### src/rtl/aes_pkg.sv
// Shared AES types and helpers.
// Used by the MixColumns datapath and its sequencer.
package aes_pkg;

  typedef logic [127:0] state_t;

  typedef enum logic [1:0] {
    IDLE = 2'd0,
    BUSY = 2'd1,
    DONE = 2'd2
  } fsm_e;

  function automatic logic [7:0] xtime(input logic [7:0] x);
    return {x[6:0], 1'b0} ^ (x[7] ? 8'h1B : 8'h00);
  endfunction

  function automatic logic [7:0] x3(input logic [7:0] x);
    return xtime(x) ^ x;
  endfunction

endpackage

### src/rtl/mix_column_unit.sv
// One-column GF(2^8) MixColumns mixer.
// Bypass passes the column through untouched.
module mix_column_unit
  import aes_pkg::*;
(
  input  logic [31:0] col_in,
  input  logic        bypass,
  output logic [31:0] col_out
);

  logic [7:0] a0, a1, a2, a3;
  logic [7:0] b0, b1, b2, b3;

  assign a0 = col_in[31:24];
  assign a1 = col_in[23:16];
  assign a2 = col_in[15:8];
  assign a3 = col_in[7:0];

  // Column mix, a0 is the top byte of the column.
  always_comb begin
    b0 = xtime(a0) ^ x3(a1) ^ a2 ^ a3;
    b1 = a0 ^ xtime(a1) ^ x3(a2) ^ a3;
    b2 = a0 ^ a1 ^ xtime(a2) ^ x3(a3);
    b3 = x3(a0) ^ a1 ^ a2 ^ xtime(a3);
  end

  assign col_out = bypass ? col_in : {b0, b1, b2, b3};

endmodule

### src/rtl/mix_columns_seq.sv
// Sequential MixColumns: one or more columns per clock.
// Handshaked in and out; abort drops the block in flight.
module mix_columns_seq
  import aes_pkg::*;
#(
  parameter int COLS_PER_CYCLE = 1
) (
  input  logic         clk,
  input  logic         rst_n,
  input  logic         in_valid,
  output logic         in_ready,
  input  logic [127:0] state_in,
  input  logic         last_round,
  input  logic         abort,
  output logic         out_valid,
  input  logic         out_ready,
  output logic [127:0] state_out
);

  localparam int CPC = COLS_PER_CYCLE;
  localparam logic [2:0] STEP = 3'(CPC);

  fsm_e   state_q, state_d;
  state_t data_q, out_q;
  logic   last_q;
  logic [1:0] cnt_q;
  logic [2:0] cnt_nxt;
  logic   last_col;
  logic   accept;

  logic [1:0]  col_idx [CPC];
  logic [31:0] col_src [CPC];
  logic [31:0] col_res [CPC];

  assign cnt_nxt  = {1'b0, cnt_q} + STEP;
  assign last_col = cnt_nxt[2];
  assign accept   = in_valid & in_ready & ~abort;

  // Column lanes: lane k handles column cnt+k.
  for (genvar k = 0; k < CPC; k++) begin : g_lane
    assign col_idx[k] = cnt_q + 2'(k);
    assign col_src[k] = data_q[{~col_idx[k], 5'b0} +: 32];
    mix_column_unit u_mix (
      .col_in (col_src[k]),
      .bypass (last_q),
      .col_out(col_res[k])
    );
  end

  // FSM state register.
  always_ff @(posedge clk or negedge rst_n) begin
    if (!rst_n) state_q <= IDLE;
    else        state_q <= state_d;
  end

  // Next state and handshake outputs; abort wins over everything.
  always_comb begin
    state_d   = state_q;
    in_ready  = 1'b0;
    out_valid = 1'b0;
    unique case (state_q)
      IDLE: begin
        in_ready = 1'b1;
        if (in_valid) state_d = BUSY;
      end
      BUSY: if (last_col) state_d = DONE;
      DONE: begin
        out_valid = 1'b1;
        if (out_ready) state_d = IDLE;
      end
      default: state_d = IDLE;
    endcase
    if (abort) state_d = IDLE;
  end

  // Capture on accept, then write result columns while busy.
  always_ff @(posedge clk or negedge rst_n) begin
    if (!rst_n) begin
      data_q <= '0;
      out_q  <= '0;
      last_q <= 1'b0;
      cnt_q  <= 2'd0;
    end else if (abort) begin
      cnt_q <= 2'd0;
    end else if (accept) begin
      data_q <= state_in;
      last_q <= last_round;
      cnt_q  <= 2'd0;
    end else if (state_q == BUSY) begin
      for (int k = 0; k < CPC; k++) begin
        out_q[{~col_idx[k], 5'b0} +: 32] <= col_res[k];
      end
      cnt_q <= cnt_nxt[1:0];
    end
  end

  assign state_out = out_q;

endmodule

### config.mk
export PLATFORM = sky130hd
export DESIGN_NAME = mix_columns_seq
export DESIGN_NICKNAME = d
export VERILOG_FILES = /design/src/rtl/aes_pkg.sv /design/src/rtl/mix_column_unit.sv /design/src/rtl/mix_columns_seq.sv
export SDC_FILE = /design/constraint.sdc
export NUM_CORES = 1
export LEC_CHECK = 0
export CORE_UTILIZATION = 35
export CTS_CLUSTER_DIAMETER = 80
export DETAILED_ROUTE_END_ITERATION = 12
export GPL_ROUTABILITY_DRIVEN = 0
export GPL_TIMING_DRIVEN = 0
export HOLD_SLACK_MARGIN = 0.08
export PLACE_DENSITY = 0.71
export SYNTH_ARGS = -nofsm -noshare
export SYNTH_HDL_FRONTEND = slang
export SYNTH_HIERARCHICAL = 1
export SYNTH_SLANG_ARGS = --single-unit
### constraint.sdc
create_clock -name clk -period 3.8 [get_ports clk]
set_clock_uncertainty 0.05 [all_clocks]
set_input_delay 0.76 -clock clk [delete_from_list [all_inputs] [get_ports clk]]
set_output_delay 0.76 -clock clk [all_outputs]
set_load 0.1 [all_outputs]
==> results by group <==
Route
  – Metal-1 WL: 15,000 um
  – Final antenna-violating net count: 0
  – 1st-iter DRT viols: 459
  – DR vias: 8,002
  – TritonRoute pass-1 iters: 4
  – Detailed Route WL: 34,200 um
  – DR WL/cell: 22.0 um
  – DR top layer: met5
  – DR WL met2: 16,300 um
  – # DRC: 0
  – Vias/cell: 5.14
  – Met3 Wirelength: 2200 um

STA
  – Min Tclk post-route: 3.59 ns
  – # setup viols final: 0
  – Fin crit share: 94.5%
  – RSZ-0062 raised after global routing: no
  – Slew @ Worst Pin: 1.06 ns
  – Fmax: 278 MHz
  – Final Hold Fails: 0
  – Slew Limit Fails: 0
  – Normalized max-slew margin: 28.7%
  – Setup ws final: 0.209 ns
  – Setup_tns: 0 ns

Setup path
  – Critical Path AT: 4.02 ns
  – CP required: 4.23 ns
  – Setup crit start kind: register
  – Worst setup EP type: register
  – Worst-path fanout max: 10
  – Critical setup path kind: reg -> reg

Power
  – Gate power share: 43.3%
  – Switching pwr: 4270 uW
  – Worst VDD drop: 0.000514 V
  – Int Power: 6780 uW
  – Clk pwr share: 25.4%
  – PD cells: 676 nW/um^2
  – Seq pwr share: 31.4%
  – Sw Share: 38.6%
  – Static Leak: 0.00715 uW

Place
  – Number of buffer cells added on primary ports: 262
  – Dpl cell area: 15,400 um^2
  – Cells after DPL: 1,502
  – Hpwl dp: 25,600 um
  – Pre-CTS setup slack: -0.0271 ns

Job
  – Max cap viols: 0

Cells and area
  – Total Nets Final: 1,225
  – ANT cells: 0
  – Post-Layout Cell Count: 1,556
  – Layout cells sized above 1: 12.7%
  – Most frequent cells in the layout: dfrtp_1, clkdlybuf4s50_1, mux2_1
  – Final Cell Area: 16,400 um^2
  – Fill count: 2,938
  – Area Overhead vs Synth: 34.8%

Synth
  – Top_reg_cell synth: dfrtp_1
  – Post-synthesis sequential area ratio: 53.8%
  – Cell area after synthesis: 12,100 um^2
  – Yosys warns: 6
  – Synth cell types: 35
  – Leading area contributor after synthesis: dfrtp_1
  – Synth Register Bits: 261
  – Syn_area_per_cell: 15.4 um^2
  – Cells after Synth: 790
  – Asr flop ratio synth: 100%
  – Top cell type's share of synthesized area: 53.8%
  – Number of flops mapped to enable cells by yosys: 0
  – Top cells by area, synth: dfrtp_1, mux2_1, a22o_1
  – Syn nets: 929

Global route
  – First-pass GRT wire length: 52,200 um
  – Largest net degree at the start of global routing: 120
  – Total track usage: 19.5%
  – Number of global-route vias before repair: 8,296
  – GRT overflow: 0
  – Initial antenna violation count: 3

Die
  – Die W: 188 um
  – Initial Util: 35.9%
  – IO Pins: 264
  – DIE HEIGHT: 188 um
  – Rows: 67
  – Die ar.: 35,400 um^2
  – Core box area: 33,800 um^2

Clock tree
  – Clk slew on worst S/H paths: 0.06 ns
  – Clock Sink Count: 261
  – Post-CTS Repair Setup Buffers: 0
  – Clock buffer depth: 3
  – CTS Buf Count: 29
  – CTS H-tree lvls: 1
  – CTS root buffer: clkbuf_16
  – TritonCTS clock tree: yes
  – Clock Latency Late Sink: 0.55 ns

Min path
  – Hold Path Class: in -> reg

Run status
  – Outcome: finished clean
[path summary, 6_finish.rpt]
| path | start | slack (ns) | endpoint | cells after the start |
|---|---|---|---|---|
| worst max-delay path | cnt_q[0]$_DFFE_PN0P_ | 0.21 | state_out[125]$_DFFE_PN0P_ | 7 |
| worst min-delay path | abort | 0.35 | state_q[1]$_DFFE_PN0P_ | 2 |
| worst max register to register | cnt_q[0]$_DFFE_PN0P_ | 0.21 | state_out[125]$_DFFE_PN0P_ | 7 |
| worst min register to register | data_q[99]$_DFFE_PN0P_ | 0.43 | data_q[99]$_DFFE_PN0P_ | 1 |
| max in group asynchronous | rst_n | 2.14 | data_q[36]$_DFFE_PN0P_ | 3 |
| min in group asynchronous | rst_n | 0.63 | state_out[54]$_DFFE_PN0P_ | 2 |
[area by class of cell]
class	count	area (um^2)	share of cell area (%)
plain buffers	66	414	2.53
clock buffers	42	845	5.16
clock inverters	11	116	0.712
inverters	3	11.3	0.0689
multi-input cells	460	5180	31.7
flip-flops and latches	261	6530	39.9
well taps	448	561	3.43
repair buffers	265	2690	16.5
[worst max-delay path, stage by stage (launching register included)]
cell and delay [ns]:
dfrtp_1 0.41, buf_2 0.33, buf_2 0.41, mux4_2 0.69, xnor3_1 0.40, xor2_1 0.14, o21ai_0 0.83, a22o_1 0.24
[power groups by stage]
stage | sequential, uW | clock (uW) | combinational (uW)
detailed placement | 3510 | 0 | 4790
CTS | 3470 | 2860 | 4810
finish | 3470 | 2800 | 4780
global placement | 3500 | 0 | 4720
floorplan | 4610 | 0 | 2300
global route | 3520 | 2960 | 5000
[cells by family (layout without fill, tap and decap cells)]
group                      count (synthesis)  after routing  synth area share, %
DFF                                      261            261                 53.8
AOI/OAI and AO/OA                        165            165                 10.8
muxes                                    161            161                 17.9
xor gates and xnor gates                  74             74                 10.9
buffers and inverters                     69            387                 3.49
and+or+nand+nor                           55             55                 2.53
adders and majority gates                  5              5                0.516
[registers in the layout, indices dropped and copies added (netlist names)]
register / cells
state_q: 2
cnt_q: 2
data_q: 128
last_q: 1
state_out: 128
[synth_stat cells (2+ instances only)]
library cell	n
dfrtp_1	261
mux2_1	129
a22o_1	128
nand2_1	34
xnor3_1	33
mux4_2	32
clkbuf_1	25
o21ai_1	22
buf_2	14
buf_4	13
buf_6	13
xnor2_1	13
xor2_1	12
o21ai_0	11
nor2_1	6
ha_1	5
xor2_2	5
nand4bb_1	4
xor3_1	4
inv_1	3
nand2b_1	3
a211oi_1	2
nor2b_1	2
nor4_4	2
xnor3_2	2
xor2_4	2
xor3_4	2
[stage by stage]
step	total power [uW]	hold slack [ns]	util, %
after floorplan	6910	0.402	-
after global placement	8220	0.412	45.3
after detailed placement	8300	0.421	45.5
after CTS	11100	0.325	48.4
after global routing	11500	0.346	48.4
final	11100	0.353	48.4
[layer usage]
layer / track usage, % / vias up
li1: - / 3538
met1: 26.6 / 4163
met2: 31.8 / 254
met3: 4.17 / 43
met4: 4.28 / 4
met5: 0 / -
[repair_timing]
item,4_1_cts,5_1_grt
gates cloned,0,0
hold buffers,1,0
hold endpoints to repair,30,0
endpoints found under the setup margin,8,10
resized for setup,2,3
No activity file was read; power rests on OpenSTA's default activity.
